### src/rtl/y86_execute_stage_pkg.sv
// Shared definitions for the Y86-64 execute stage: datapath width, icode and
// ifun encodings, ALU function enum and condition-code bit positions.
package y86_execute_stage_pkg;

  localparam int unsigned DATA_WID  = 64;
  // Stack-pointer adjustment; 8 bytes regardless of datapath width.
  localparam int unsigned STACK_ADJ = 8;

  // Instruction codes.
  localparam logic [3:0] _HALT   = 4'h0;
  localparam logic [3:0] _NOP    = 4'h1;
  localparam logic [3:0] _CMOVXX = 4'h2;
  localparam logic [3:0] _IRMOV  = 4'h3;
  localparam logic [3:0] _RMMOV  = 4'h4;
  localparam logic [3:0] _MRMOV  = 4'h5;
  localparam logic [3:0] _OP     = 4'h6;
  localparam logic [3:0] _JXX    = 4'h7;
  localparam logic [3:0] _CALL   = 4'h8;
  localparam logic [3:0] _RET    = 4'h9;
  localparam logic [3:0] _PUSH   = 4'hA;
  localparam logic [3:0] _POP    = 4'hB;

  // OP function codes.
  localparam logic [3:0] _Add = 4'h0;
  localparam logic [3:0] _Sub = 4'h1;
  localparam logic [3:0] _And = 4'h2;
  localparam logic [3:0] _Xor = 4'h3;

  // Condition selectors for CMOVXX / JXX.
  localparam logic [3:0] NonCond = 4'h0;
  localparam logic [3:0] REL_LE  = 4'h1;
  localparam logic [3:0] REL_L   = 4'h2;
  localparam logic [3:0] REL_E   = 4'h3;
  localparam logic [3:0] REL_NE  = 4'h4;
  localparam logic [3:0] REL_GE  = 4'h5;
  localparam logic [3:0] REL_G   = 4'h6;

  // Condition-code bit indices.
  localparam int unsigned CC_ZF = 0;
  localparam int unsigned CC_SF = 1;
  localparam int unsigned CC_OF = 2;
  localparam int unsigned CC_CF = 3;

  typedef enum logic [1:0] {
    AluAdd = 2'd0,
    AluSub = 2'd1,
    AluAnd = 2'd2,
    AluXor = 2'd3
  } alu_fun_e;

endpackage

### src/rtl/y86_alu_core.sv
// Combinational Y86 ALU: result = B op A for Add/Sub/And/Xor, plus flags.
// Ports:
//   alu_a_i, alu_b_i  operands (Sub computes B minus A)
//   alu_fun_i         2-bit function select
//   result_o          ALU result, modulo 2^DATA_WID
//   zf_o, sf_o, of_o  zero / sign / signed-overflow flags
//   cf_o              carry (Add) or borrow (Sub); only built with ALU_CARRY_EN,
//                     otherwise tied to 0
module y86_alu_core #(
  parameter int unsigned DATA_WID = y86_execute_stage_pkg::DATA_WID
) (
  input  logic [DATA_WID-1:0]                   alu_a_i,
  input  logic [DATA_WID-1:0]                   alu_b_i,
  input  y86_execute_stage_pkg::alu_fun_e       alu_fun_i,
  output logic [DATA_WID-1:0]                   result_o,
  output logic                                  zf_o,
  output logic                                  sf_o,
  output logic                                  of_o,
  output logic                                  cf_o
);
  import y86_execute_stage_pkg::*;

  logic [DATA_WID-1:0] add_res;
  logic                a_neg, b_neg, r_neg;

`ifdef ALU_CARRY_EN
  // One extra bit on the adder exposes the carry-out.
  logic [DATA_WID:0] sum_ext;
  assign sum_ext = {1'b0, alu_b_i} + {1'b0, alu_a_i};
  assign add_res = sum_ext[DATA_WID-1:0];

  always_comb begin
    cf_o = 1'b0;
    case (alu_fun_i)
      AluAdd:  cf_o = sum_ext[DATA_WID];
      AluSub:  cf_o = (alu_b_i < alu_a_i);
      default: cf_o = 1'b0;
    endcase
  end
`else
  assign add_res = alu_b_i + alu_a_i;
  assign cf_o    = 1'b0;
`endif

  always_comb begin
    result_o = '0;
    case (alu_fun_i)
      AluAdd:  result_o = add_res;
      AluSub:  result_o = alu_b_i - alu_a_i;
      AluAnd:  result_o = alu_b_i & alu_a_i;
      default: result_o = alu_b_i ^ alu_a_i;
    endcase
  end

  assign a_neg = alu_a_i[DATA_WID-1];
  assign b_neg = alu_b_i[DATA_WID-1];
  assign r_neg = result_o[DATA_WID-1];

  assign zf_o = (result_o == '0);
  assign sf_o = r_neg;

  always_comb begin
    of_o = 1'b0;
    case (alu_fun_i)
      AluAdd:  of_o = (a_neg == b_neg) && (r_neg != a_neg);
      // B - A overflows when the operands differ in sign and the result
      // sign departs from the minuend B.
      AluSub:  of_o = (a_neg != b_neg) && (r_neg != b_neg);
      default: of_o = 1'b0;
    endcase
  end

endmodule

### src/rtl/y86_execute_stage.sv
// Y86-64 execute stage: ALU operand muxes, ALU function decode, condition
// code register and branch/cmov condition evaluation.
// Ports:
//   clk, rst_n         clock; asynchronous active-low reset (clears cc)
//   icode, ifun        instruction and function codes from decode
//   valA, valB, valC   register operands and instruction constant
//   valE               ALU result, combinational
//   cc                 registered flags {CF, OF, SF, ZF}; updated on OP only
//   cnd                condition from registered cc, combinational
// Optional feature: define ALU_CARRY_EN to build the carry/borrow flag into
// cc[3]; without it cc[3] is constant 0. cnd never looks at CF.
module y86_execute_stage #(
  parameter int unsigned DATA_WID = y86_execute_stage_pkg::DATA_WID
) (
  input  logic                clk,
  input  logic                rst_n,
  input  logic [3:0]          icode,
  input  logic [3:0]          ifun,
  input  logic [DATA_WID-1:0] valA,
  input  logic [DATA_WID-1:0] valB,
  input  logic [DATA_WID-1:0] valC,
  output logic [DATA_WID-1:0] valE,
  output logic [3:0]          cc,
  output logic                cnd
);
  import y86_execute_stage_pkg::*;

  localparam logic [DATA_WID-1:0] StackStep = DATA_WID'(STACK_ADJ);

  logic [DATA_WID-1:0] alu_a, alu_b;
  alu_fun_e            alu_fun;
  logic                set_cc;
  logic                alu_zf, alu_sf, alu_of, alu_cf;
  logic [3:0]          cc_d, cc_q;
  logic                sf_xor_of;

  always_comb begin
    alu_a = '0;
    case (icode)
      _CMOVXX, _OP:          alu_a = valA;
      _IRMOV, _RMMOV, _MRMOV: alu_a = valC;
      _CALL, _PUSH:          alu_a = '0 - StackStep;
      _RET, _POP:            alu_a = StackStep;
      default:               alu_a = '0;
    endcase
  end

  always_comb begin
    alu_b = '0;
    case (icode)
      _RMMOV, _MRMOV, _OP, _CALL, _RET, _PUSH, _POP: alu_b = valB;
      default:                                       alu_b = '0;
    endcase
  end

  // ifun[3:2] is ignored when selecting the OP function.
  assign alu_fun = (icode == _OP) ? alu_fun_e'(ifun[1:0]) : AluAdd;
  assign set_cc  = (icode == _OP);

  y86_alu_core #(
    .DATA_WID (DATA_WID)
  ) u_alu_core (
    .alu_a_i   (alu_a),
    .alu_b_i   (alu_b),
    .alu_fun_i (alu_fun),
    .result_o  (valE),
    .zf_o      (alu_zf),
    .sf_o      (alu_sf),
    .of_o      (alu_of),
    .cf_o      (alu_cf)
  );

  always_comb begin
    cc_d        = '0;
    cc_d[CC_ZF] = alu_zf;
    cc_d[CC_SF] = alu_sf;
    cc_d[CC_OF] = alu_of;
    cc_d[CC_CF] = alu_cf;
  end

  always_ff @(posedge clk or negedge rst_n) begin
    if (!rst_n) begin
      cc_q <= '0;
    end else if (set_cc) begin
      cc_q <= cc_d;
    end
  end

  assign cc = cc_q;

  assign sf_xor_of = cc_q[CC_SF] ^ cc_q[CC_OF];

  always_comb begin
    cnd = 1'b0;
    case (ifun)
      NonCond: cnd = 1'b1;
      REL_LE:  cnd = sf_xor_of | cc_q[CC_ZF];
      REL_L:   cnd = sf_xor_of;
      REL_E:   cnd = cc_q[CC_ZF];
      REL_NE:  cnd = ~cc_q[CC_ZF];
      REL_GE:  cnd = ~sf_xor_of;
      REL_G:   cnd = ~sf_xor_of & ~cc_q[CC_ZF];
      default: cnd = 1'b0;
    endcase
  end

endmodule

### config.mk
export PLATFORM = sky130hd
export DESIGN_NAME = y86_execute_stage
export DESIGN_NICKNAME = d
export VERILOG_FILES = /design/src/rtl/y86_execute_stage_pkg.sv /design/src/rtl/y86_alu_core.sv /design/src/rtl/y86_execute_stage.sv
export SDC_FILE = /design/constraint.sdc
export NUM_CORES = 1
export LEC_CHECK = 0
export ABC_AREA = 1
export BUFFER_PORTS_ARGS = -buffer_cell sky130_fd_sc_hd__clkbuf_2
export CAP_MARGIN = 20
export CORE_AREA = 3 3 155 157
export DETAILED_ROUTE_END_ITERATION = 8
export DIE_AREA = 0 0 158 160
export HOLD_SLACK_MARGIN = 0.02
export MAX_ROUTING_LAYER = met4
export PLACE_DENSITY = 0.82
export SKIP_LAST_GASP = 1
export SLEW_MARGIN = 5
export SYNTH_ARGS = -nofsm -noshare
export SYNTH_HDL_FRONTEND = slang
export SYNTH_SLANG_ARGS = --single-unit
### constraint.sdc
create_clock -name clk -period 5.31 [get_ports clk]
set_input_delay 1.062 -clock clk [delete_from_list [all_inputs] [get_ports clk]]
set_output_delay 1.062 -clock clk [all_outputs]
set_load 0.05 [all_outputs]
==> results of run 1 <==
cell families after synthesis:
family	count (synthesis)
compound gates	244
xor+xnor	66
fa+ha+maj	129
buf+inv	526
flops	3
other cells	1
simple gates	1365
metal layers:
layer | global-route usage | GRT overflow
met1 | 0.897 | 34
met2 | 1.01 | 299
met3 | 0.838 | 43
met4 | 0.917 | 147
met5 | - | -
per-stage QoR:
stage	util	hold WS, ns
floorplan	-	0.766
global placement	0.809	0.527
detailed placement	0.809	0.529
CTS	0.918	0.568
cells in the mapped netlist (all sizes together), types with 19 or more instances:
cell type and count:
nand2 675, inv 471, nor2 343, nand3 258
ha 128, a21oi 88, o21ai 85, xor2 53
nand4 38, buf 36, a22o 24, clkbuf 19
repair_timing:
action                     in CTS
resized for setup             483
hold buffers                    0
gates cloned                    1
setup endpoints to repair      62
hold endpoints to repair        0
buffers inserted               58
pin swaps                     159
==> load_flow_metrics.sql, run 1 <==
INSERT INTO impl_metrics (metric_group, metric, value, unit) VALUES
('global_routing', 'vias_in_the_first_global_route', '29000', ''),
('cts', 'inserted_clock_buffers', '3', ''),
('logic_synthesis', 'postSynthCellCount', '2334', ''),
('die', 'top_level_ports', '271', ''),
('logic_synthesis', 'synth_async_sr_flop_share', '1.00', ''),
('logic_synthesis', 'post-synth-top-area-cell', 'nand2_1', ''),
('place', 'dp.cells', '3320', ''),
('global_routing', 'global_route_total_usage_across_every_layer', '0.921', ''),
('logic_synthesis', 'yosys.area_share.simple', '0.509', ''),
('logic_synthesis', 'post_synth_main_area_contributors', 'nand2_1, inv_1, ha_1, nor2_1, nand3_1', ''),
('logic_synthesis', 'syn_nets', '2665', ''),
('logic_synthesis', 'synth-xor-area-share', '0.0489', ''),
('logic_synthesis', 'syn_area_per_cell', '5.07', 'sq um'),
('place', 'placement.setup.worst_slack', '-1.40', 'ns'),
('die', 'die_h', '160', 'um'),
('logic_synthesis', 'synth_enable_flop_cells', '0', ''),
('place', 'io_buffers', '269', ''),
('run_status', 'status', 'did not finish', ''),
('cts', 'clockRootBuffer', 'clkbuf_16', ''),
('logic_synthesis', 'combinational_family_with_the_most_area_after_synthesis', 'simple AND/OR/NAND/NOR gates', ''),
('logic_synthesis', 'ys_seq_area_frac', '0.00635', ''),
('cts', 'clockBufferDepth', '2', ''),
('logic_synthesis', 'synth.ff_latch_count', '3', ''),
('global_routing', 'wire_length_of_the_first_global_routing_pass', '180000', 'um'),
('cts', 'tritoncts_num_sinks', '3', ''),
('logic_synthesis', 'synth-warning-count', '0', ''),
('logic_synthesis', 'synthAdderAreaFrac', '0.137', ''),
('die', 'floorplan.initialDensity', '0.522', ''),
('logic_synthesis', 'synth_area', '11800', 'sq um'),
('logic_synthesis', 'synth_compound_area_frac', '0.120', ''),
('logic_synthesis', 'synth_top_area_frac', '0.211', ''),
('cts', 'cts-htree-levels', '1', ''),
('die', 'fp.dieW', '158', 'um'),
('logic_synthesis', 'synthMuxAreaShare', '0', ''),
('run_status', 'tool.error', '[ERROR GRT-0116] Global routing finished with congestion. Check the congestion regions in the DRC Viewer.', ''),
('place', 'dp.final_hpwl', '55800', 'um'),
('run_status', 'lastStage', 'global routing', ''),
('global_routing', 'global_route.overflow_total', '523', ''),
('logic_synthesis', 'dominantRegCellSynth', 'dfrtp_1', ''),
('die', 'row_count', '55', ''),
('global_routing', 'grt_max_degree', '57', ''),
('place', 'placed_cell_area', '18300', 'sq um'),
('place', 'finalWeightedCongestion', '1.18', ''),
('logic_synthesis', 'netlist-cell-type-count', '51', '');
==> run 2, diff against run 1 <==
--- a/config.mk
+++ b/config.mk
@@ -8,12 +8,10 @@
 export ABC_AREA = 1
 export BUFFER_PORTS_ARGS = -buffer_cell sky130_fd_sc_hd__clkbuf_2
 export CAP_MARGIN = 20
-export CORE_AREA = 3 3 155 157
+export CORE_AREA = 3 3 176 178
 export DETAILED_ROUTE_END_ITERATION = 8
-export DIE_AREA = 0 0 158 160
-export HOLD_SLACK_MARGIN = 0.02
-export MAX_ROUTING_LAYER = met4
-export PLACE_DENSITY = 0.82
+export DIE_AREA = 0 0 179 181
+export PLACE_DENSITY_LB_ADDON = 0.15
 export SKIP_LAST_GASP = 1
 export SLEW_MARGIN = 5
 export SYNTH_ARGS = -nofsm -noshare
==> constraint.sdc (replaced) <==
create_clock -name clk -period 6.9 [get_ports clk]
set_input_delay 1.38 -clock clk [delete_from_list [all_inputs] [get_ports clk]]
set_output_delay 1.38 -clock clk [all_outputs]
set_load 0.05 [all_outputs]
==> run 2 against run 1 <==
  * The flow now finishes, with violations (negative setup slack)
  * Synthesized cell count unchanged
  * Synthesized area is the same
==> load_flow_metrics.sql, run 2 <==
INSERT INTO impl_metrics (metric_group, metric, value, unit) VALUES
('logic_synthesis', 'synth_top_area_frac', '0.211', ''),
('logic_synthesis', 'post-synth-top-area-cell', 'nand2_1', ''),
('layout', 'layout_common_cells', 'nand2_1, inv_1, buf_4', ''),
('cts', 'cts.clk_slew.worst_paths', '0.03', 'ns'),
('sta', 'hold-worst-slack', '0.542', 'ns'),
('power_and_ir_drop', 'irDropWorstVdd', '0.000215', 'V'),
('cts', 'tritoncts', 'built', ''),
('logic_synthesis', 'syn_area_per_cell', '5.07', 'sq um'),
('job', 'drv_cap', '0', ''),
('sta', 'setup_viol_count_final', '6', ''),
('detailed_routing', 'detailedRoute.firstIterationViolations', '1796', ''),
('power_and_ir_drop', 'design_power_total', '0.00262', 'W'),
('logic_synthesis', 'synth_async_sr_flop_share', '1.00', ''),
('layout', 'final_layout_size_suffix_gt1_frac', '0.400', ''),
('sta', 'worst-slew-pin-transition', '0.918', 'ns'),
('detailed_routing', 'drc_errors', '0', ''),
('logic_synthesis', 'postSynthCellCount', '2334', ''),
('setup_path', 'worstSetupEndpointType', 'output port', ''),
('cts', 'clockBufferDepth', '2', ''),
('detailed_routing', 'finalWirelength', '64100', 'um'),
('logic_synthesis', 'synth_area', '11800', 'sq um'),
('setup_path', 'crit-reg2reg-launch', 'cc[1]', ''),
('setup_path', 'worst_r2r_path_depth', '2', ''),
('power_and_ir_drop', 'leakagePower', '11.3', 'nW'),
('logic_synthesis', 'most_frequent_cells_after_synthesis', 'nand2_1, inv_1, nor2_1', ''),
('cts', 'worst_skew_pair.late_latency', '0.23', 'ns'),
('layout', 'regArea', '75.1', 'sq um'),
('setup_path', 'worst-endpoint-arrival', '5.58', 'ns'),
('setup_path', 'crit_path_start', 'icode[2]', ''),
('logic_synthesis', 'post-synth-top-count-cell', 'nand2_1', ''),
('layout', 'antenna_cells_inserted', '0', ''),
('global_routing', 'grt_antenna_before_repair', '0', ''),
('logic_synthesis', 'synth.ff_latch_count', '3', ''),
('sta', 'clock-skew-final', '0', 'ns'),
('cts', 'clockRootBuffer', 'clkbuf_16', ''),
('cts', 'cts-hold-fix-buffers', '0', ''),
('sta', 'setup_repair_after_global_routing_missed_its_margin', 'true', ''),
('setup_path', 'criticalPathCategory', 'in2out', ''),
('die', 'die_h', '181', 'um'),
('die', 'fp.coreArea', '29600', 'sq um'),
('cts', 'tritoncts_num_sinks', '3', ''),
('layout', 'fillCellCount', '2752', ''),
('place', 'dp.cells', '3323', ''),
('place', 'dp.final_hpwl', '53800', 'um'),
('logic_synthesis', 'syn_nets', '2665', ''),
('logic_synthesis', 'dominantRegCellSynth', 'dfrtp_1', ''),
('logic_synthesis', 'netlist-cell-type-count', '51', ''),
('global_routing', 'global_route.overflow_total', '0', ''),
('logic_synthesis', 'synth_enable_flop_cells', '0', ''),
('sta', 'timing_hold_violations_final', '0', ''),
('layout', 'final_nets', '3315', ''),
('logic_synthesis', 'synth-warning-count', '0', ''),
('die', 'row_count', '63', ''),
('setup_path', 'r2r_end', 'cc[1]', ''),
('worst_hold_path', 'timing.hold.worst_endpoint', 'cc[2]', ''),
('setup_path', 'cp_common_cell', 'nand3_1', ''),
('place', 'finalWeightedCongestion', '1.06', ''),
('layout', 'post_route_insts_no_fill', '3373', ''),
('sta', 'layout_min_cycle_time', '6.96', 'ns'),
('worst_hold_path', 'hp-class', 'reg2reg', ''),
('detailed_routing', 'routed-via-count', '18000', ''),
('sta', 'fmax', '144', 'MHz'),
('run_status', 'failed_checks', 'negative setup slack', ''),
('worst_hold_path', 'timing.hold.worst_path_depth', '2', ''),
('global_routing', 'wire_length_of_the_first_global_routing_pass', '92400', 'um'),
('layout', 'area_growth_syn_to_layout', '65.6', '%'),
('logic_synthesis', 'post_synth_main_area_contributors', 'nand2_1, inv_1, ha_1, nor2_1, nand3_1', ''),
('sta', 'setup_tns', '-0.189', 'ns'),
('setup_path', 'critical-path-slowest-cell', 'ha_4', ''),
('setup_path', 'worst-endpoint-required', '5.52', 'ns'),
('global_routing', 'global_route_total_usage_across_every_layer', '0.367', ''),
('cts', 'cts-htree-levels', '1', ''),
('run_status', 'status', 'finished, violations left', ''),
('cts', 'inserted_clock_buffers', '3', ''),
('detailed_routing', 'via_per_inst', '5.33', ''),
('sta', 'min_period_over_period', '1.01', ''),
('power_and_ir_drop', 'pwr_density_cell', '134', 'nW/um^2'),
('sta', 'total_count_of_max_transition_violations_in_the_final_report', '0', ''),
('setup_path', 'critical_path.max_fanout', '22', ''),
('place', 'io_buffers', '269', ''),
('logic_synthesis', 'ys_seq_area_frac', '0.00635', ''),
('die', 'floorplan.die_area', '32400', 'sq um'),
('layout', 'fin_util', '0.663', ''),
('sta', 'slew_headroom', '0.388', ''),
('global_routing', 'vias_in_the_first_global_route', '16600', ''),
('setup_path', 'delay_of_the_slowest_critical_path_stage', '0.29', 'ns'),
('worst_hold_path', 'holdCritStartpoint', 'cc[2]', ''),
('layout', 'layout.cells.most_common', 'nand2_1', ''),
('detailed_routing', 'routed_wire_length_per_instance', '19.0', 'um'),
('layout', 'largest_register_ff_count', '3', ''),
('die', 'top_level_ports', '271', ''),
('setup_path', 'setup.worst_path.start_class', 'primary input', ''),
('die', 'fp.dieW', '179', 'um'),
('die', 'floorplan.initialDensity', '0.400', ''),
('layout', 'multi_input_area', '11500', 'sq um'),
('global_routing', 'grt_max_degree', '57', ''),
('detailed_routing', 'drt_pre_antenna_iters', '6', ''),
('setup_path', 'ff2ff_setup_slack', '6.23', 'ns'),
('detailed_routing', 'drtAntennaViolNets', '0', ''),
('sta', 'setup_slack', '-0.0643', 'ns');
run 2: area by class of cell:
| cell class | instances | share of cell area |
|---|---|---|
| inverter | 471 | 0.0906 |
| sequential | 3 | 0.00383 |
| clock buffer | 4 | 0.00402 |
| tap | 390 | 0.0249 |
| multi-input combinational | 1805 | 0.589 |
| timing repair buffer | 700 | 0.287 |
run 2: kinds of logic (layout without fill, tap and decap cells):
| logic type | Yosys count | in the layout | synth area share |
|---|---|---|---|
| AO/OA/AOI/OAI | 244 | 244 | 0.120 |
| XOR/XNOR | 66 | 66 | 0.0489 |
| adder cells (fa/ha/maj) | 129 | 129 | 0.137 |
| buffers and inverters | 526 | 1175 | 0.178 |
| flip-flops | 3 | 3 | 0.00635 |
| other | 1 | 1 | 0.000317 |
| AND/OR/NAND/NOR | 1365 | 1365 | 0.509 |
run 2: per-stage QoR:
step / setup slack, ns / instance area, sq um
finish: -0.0643 / 19600
global route: -0.236 / 19600
CTS: -0.0442 / 17700
detailed placement: -0.543 / 17100
global placement: -0.478 / 17100
floorplan: 0.233 / 11800
run 2: routing by layer:
metal,track usage,part of all wire,vias up
met5,0,0,-
met4,0.0630,0.025,0
met3,0.0387,0.087,92
met2,0.569,0.44,959
met1,0.550,0.45,8317
li1,-,-,8625
run 2: worst max-delay path by stage:
stage / slack [ns] / to
finish: -0.06 / valE[63]
global route: -0.24 / valE[63]
CTS: -0.04 / valE[44]
detailed placement: -0.54 / valE[58]
global placement: -0.48 / valE[58]
floorplan: 0.23 / valE[57]
run 2: repair_timing:
| action | in CTS | in global routing |
|---|---|---|
| resized for setup | 126 | 417 |
| setup endpoints to repair | 31 | 48 |
| pin swaps | 39 | 110 |
| buffers inserted | 8 | 35 |
| gates cloned | 0 | 2 |
run 2: worst max-delay path: cells and delay by family:
family                   cells  cell delay (ns)
AO/OA/AOI/OAI                2             0.13
XOR/XNOR                     1             0.17
adder cells (fa/ha/maj)      1             0.29
buffers and inverters       14             1.65
AND/OR/NAND/NOR             14             1.93
run 2: where the power goes:
| group | leakage, nW | total [W] | internal (W) | switching (W) |
|---|---|---|---|---|
| Combinational | 11.3 | 0.00250 | 0.00101 | 0.00149 |
| Sequential | 0.0398 | 0.0000238 | 0.0000207 | 0.00000318 |
| Clock | 0.0382 | 0.0000953 | 0.0000765 | 0.0000188 |
No activity file was read; power rests on OpenSTA's default activity.
==> run 3, diff against run 2 <==
--- a/config.mk
+++ b/config.mk
@@ -5,12 +5,11 @@
 export SDC_FILE = /design/constraint.sdc
 export NUM_CORES = 1
 export LEC_CHECK = 0
-export ABC_AREA = 1
 export BUFFER_PORTS_ARGS = -buffer_cell sky130_fd_sc_hd__clkbuf_2
 export CAP_MARGIN = 20
-export CORE_AREA = 3 3 176 178
+export CORE_AREA = 3 3 173 175
 export DETAILED_ROUTE_END_ITERATION = 8
-export DIE_AREA = 0 0 179 181
+export DIE_AREA = 0 0 176 178
 export PLACE_DENSITY_LB_ADDON = 0.15
 export SKIP_LAST_GASP = 1
 export SLEW_MARGIN = 5
==> run 3 against run 2 <==
  * The run still ends with negative setup slack left
  * Clock power is 2.5% lower
  * Critical path depth is 8 lower
  * Clock skew unchanged
  * Synthesized area fell by 4.2%
  * Flip-flop and latch count unchanged
  * Global-route usage rose by 0.60 points
  * Critical endpoint unchanged
  * Largest power group unchanged
  * Highest routed layer unchanged
==> load_flow_metrics.sql, run 3 <==
INSERT INTO impl_metrics (metric_group, metric, value, unit) VALUES
('logic_synthesis', 'synth_compound_area_frac', '0.310', ''),
('logic_synthesis', 'synth-warning-count', '0', ''),
('layout', 'layout.cells.most_common', 'buf_4', ''),
('die', 'top_level_ports', '271', ''),
('cts', 'clockBufferDepth', '2', ''),
('setup_path', 'worst-endpoint-arrival', '6.40', 'ns'),
('setup_path', 'critical-path-slowest-cell', 'or4_4', ''),
('layout', 'area_growth_syn_to_layout', '96.1', '%'),
('sta', 'worst-slew-pin-transition', '0.901', 'ns'),
('power_and_ir_drop', 'p_comb_frac', '0.961', ''),
('power_and_ir_drop', 'p_sw_frac', '0.509', ''),
('worst_hold_path', 'timing.hold.worst_path_depth', '2', ''),
('cts', 'cts-htree-levels', '1', ''),
('cts', 'worst_skew_pair.late_latency', '0.23', 'ns'),
('run_status', 'status', 'finished, violations left', ''),
('layout', 'design_area', '22200', 'sq um'),
('place', 'io_buffers', '269', ''),
('setup_path', 'crit_chain', 'buf_16 -> a21oi_4 -> a311oi_2 -> nor4_2 -> nand4_1 -> buf_4 -> or4_4 -> nor3_4 -> buf_4 -> buf_6 -> buf_6 -> a21oi_1 -> xnor2_1 -> ha_2 -> buf_4 -> buf_4 -> a21oi_1 -> o21ai_0 -> a211o_1 -> a22o_1 -> or2_0 -> mux2i_1 -> o21bai_4 -> buf_12', ''),
('layout', 'largest_register_ff_count', '3', ''),
('cts', 'clockRootBuffer', 'clkbuf_16', ''),
('sta', 'fmax', '129', 'MHz'),
('logic_synthesis', 'dominantRegCellSynth', 'dfrtp_1', ''),
('sta', 'setup_viol_count_final', '44', ''),
('logic_synthesis', 'yosys.area_share.simple', '0.317', ''),
('setup_path', 'cp_num_buf_inv', '8', ''),
('logic_synthesis', 'post_synth_main_area_contributors', 'ha_1, a21oi_1, xnor2_1, nand2_1, o21ai_0', ''),
('logic_synthesis', 'synthMuxAreaShare', '0.0534', ''),
('sta', 'slew_headroom', '0.399', ''),
('logic_synthesis', 'synth_enable_flop_cells', '0', ''),
('die', 'row_count', '62', ''),
('logic_synthesis', 'synth-xor-area-share', '0.0835', ''),
('power_and_ir_drop', 'pwr_density_cell', '135', 'nW/um^2'),
('place', 'finalWeightedCongestion', '0.969', ''),
('detailed_routing', 'routed_wire_length_per_instance', '21.6', 'um'),
('die', 'die_h', '178', 'um'),
('sta', 'clock-skew-final', '0', 'ns'),
('place', 'placement.setup.worst_slack', '-0.941', 'ns'),
('detailed_routing', 'drt_pre_antenna_iters', '6', ''),
('logic_synthesis', 'netlist-cell-type-count', '85', ''),
('job', 'drv_cap', '0', ''),
('worst_hold_path', 'hp-class', 'reg2reg', ''),
('logic_synthesis', 'combinational_family_with_the_most_area_after_synthesis', 'simple AND/OR/NAND/NOR gates', ''),
('setup_path', 'worst-endpoint-required', '5.52', 'ns'),
('die', 'floorplan.initialDensity', '0.396', ''),
('setup_path', 'timing.critical_path.depth', '24', ''),
('sta', 'min_period_over_period', '1.13', ''),
('cts', 'tritoncts', 'built', ''),
('global_routing', 'wire_length_of_the_first_global_routing_pass', '92500', 'um'),
('setup_path', 'critical-path-top-delay-family', 'compound AO/OA/AOI/OAI gates', ''),
('detailed_routing', 'drc_errors', '0', ''),
('setup_path', 'setup.worst_path.start_class', 'primary input', ''),
('logic_synthesis', 'post-synth-top-count-cell', 'a21oi_1', ''),
('setup_path', 'critical_path.max_fanout', '14', ''),
('layout', 'post_route_insts_no_fill', '2989', ''),
('detailed_routing', 'drtAntennaViolNets', '0', ''),
('power_and_ir_drop', 'seq_power_share', '0.008', ''),
('sta', 'setup_slack', '-0.878', 'ns'),
('sta', 'layout_min_cycle_time', '7.78', 'ns'),
('logic_synthesis', 'synth.ff_latch_count', '3', ''),
('die', 'floorplan.die_area', '31300', 'sq um'),
('detailed_routing', 'finalWirelength', '64400', 'um'),
('power_and_ir_drop', 'leakagePower', '10.6', 'nW'),
('logic_synthesis', 'most_frequent_cells_after_synthesis', 'a21oi_1, nand2_1, nor2_1', ''),
('global_routing', 'global_route_total_usage_across_every_layer', '0.373', ''),
('global_routing', 'grt_antenna_before_repair', '0', ''),
('layout', 'final_layout_size_suffix_gt1_frac', '0.538', ''),
('sta', 'total_count_of_max_transition_violations_in_the_final_report', '0', ''),
('global_routing', 'vias_in_the_first_global_route', '17300', ''),
('logic_synthesis', 'synth_async_sr_flop_share', '1.00', ''),
('cts', 'cts.clk_slew.worst_paths', '0.03', 'ns'),
('layout', 'antenna_cells_inserted', '0', ''),
('sta', 'setup_tns', '-17.80', 'ns'),
('detailed_routing', 'detailedRoute.firstIterationViolations', '1278', ''),
('layout', 'final_nets', '2937', ''),
('global_routing', 'grt_max_degree', '60', ''),
('power_and_ir_drop', 'netSwitchingPower', '0.00153', 'W'),
('sta', 'setup_repair_after_global_routing_missed_its_margin', 'true', ''),
('logic_synthesis', 'syn_area_per_cell', '6.54', 'sq um'),
('cts', 'cts-hold-fix-buffers', '0', ''),
('setup_path', 'criticalPathCategory', 'in2out', ''),
('logic_synthesis', 'ys_seq_area_frac', '0.00662', ''),
('logic_synthesis', 'synth_top_area_frac', '0.141', ''),
('power_and_ir_drop', 'share_clk_of_total_power', '0.031', ''),
('place', 'placed_cell_area', '18300', 'sq um'),
('sta', 'timing_hold_violations_final', '0', ''),
('logic_synthesis', 'postSynthCellCount', '1734', ''),
('cts', 'inserted_clock_buffers', '3', ''),
('setup_path', 'cp_common_cell', 'buf_4', ''),
('die', 'fp.dieW', '176', 'um'),
('cts', 'tritoncts_num_sinks', '3', ''),
('detailed_routing', 'routed-via-count', '17600', ''),
('logic_synthesis', 'post-synth-top-area-cell', 'ha_1', ''),
('place', 'dp.final_hpwl', '48700', 'um'),
('die', 'fp.coreArea', '28600', 'sq um'),
('logic_synthesis', 'syn_nets', '2065', ''),
('logic_synthesis', 'synthAdderAreaFrac', '0.143', ''),
('setup_path', 'delay_of_the_slowest_critical_path_stage', '0.58', 'ns'),
('setup_path', 'worst_r2r_path_depth', '2', ''),
('detailed_routing', 'via_per_inst', '5.88', ''),
('global_routing', 'global_route.overflow_total', '0', ''),
('logic_synthesis', 'synth_area', '11300', 'sq um'),
('power_and_ir_drop', 'irDropWorstVdd', '0.000215', 'V'),
('setup_path', 'worstSetupEndpointType', 'output port', ''),
('power_and_ir_drop', 'cellInternalPower', '0.00147', 'W'),
('place', 'dp.cells', '2843', ''),
('run_status', 'failed_checks', 'negative setup slack', ''),
('layout', 'layout_common_cells', 'buf_4, clkbuf_2, a21oi_1', '');
-- run 3: cell types whose count changed in the layout (fill, tap and decap cells not counted), sizes merged, moves of 57 or more --
cell and change:
nand3 -237, inv -388, nor2 -207, xnor2 +60
nor2b +79, buf +297, a21oi +109, nand2b +57
nand2 -529
-- run 3: through the flow --
step / power [W] / util / hold WS, ns
finish: 0.00300 / 0.776 / 0.554
global route: 0.00314 / 0.776 / 0.605
CTS: 0.00276 / 0.720 / 0.549
detailed placement: 0.00241 / 0.639 / 0.541
global placement: 0.00240 / 0.639 / 0.530
floorplan: 0.00125 / - / 0.768
-- run 3: logic make-up (layout without fill, tap and decap cells) --
logic type	count (synthesis)	count (layout)
AND/OR/NAND/NOR	667	668
AO/OA/AOI/OAI	551	551
other	1	1
adder cells (fa/ha/maj)	129	129
multiplexers	58	58
flip-flops	3	3
buffers and inverters	217	1087
XOR/XNOR	108	108
-- run 3: power by group through the flow --
stage	Clock, W	Combinational, W	Sequential (W)
floorplan	0	0.00122	0.0000321
global placement	0	0.00237	0.0000234
detailed placement	0	0.00239	0.0000237
CTS	0.0000930	0.00264	0.0000235
global route	0.0000944	0.00302	0.0000240
finish	0.0000929	0.00288	0.0000234
-- run 3: layout make-up --
class	instances	area, sq um
Clock buffer	4	78.8
Inverter	84	319
Sequential cell	3	75.1
Fill cell	2048	6400
Tap cell	384	480
Timing Repair Buffer	999	8440
Multi-Input combinational cell	1515	12800
-- run 3: tightest hold or removal path: stages (launching register included) --
cell	delay [ns]
dfrtp_1	0.39
nand2_1	0.07
nand2_1	0.06
-- run 3: routing by layer --
layer / vias to the layer above / part of all wire / GRT usage / wire length, um
met5: - / 0 / 0 / 0
met4: 0 / 0.092 / 0.259 / 5940
met3: 297 / 0.046 / 0.0204 / 2940
met2: 828 / 0.50 / 0.696 / 32200
met1: 8348 / 0.36 / 0.403 / 23400
li1: 8106 / - / - / -
-- run 3: final timing paths --
check / from / end / slack, ns
worst min register to register: cc[1] / cc[1] / 0.55
worst min-delay path: cc[1] / cc[1] / 0.55
min in group asynchronous: rst_n / cc[0] / 0.95
max in group asynchronous: rst_n / cc[1] / 5.84
worst max register to register: cc[2] / cc[2] / 6.13
worst max-delay path: icode[2] / valE[63] / -0.88
-- run 3: repair_timing --
| action | in CTS | in global routing |
|---|---|---|
| gates cloned | 10 | 5 |
| setup buffers | 68 | 73 |
| gates resized for setup | 316 | 214 |
| pin swaps | 113 | 124 |
| endpoints found under the hold margin | 0 | 0 |
| setup endpoints to repair | 48 | 53 |
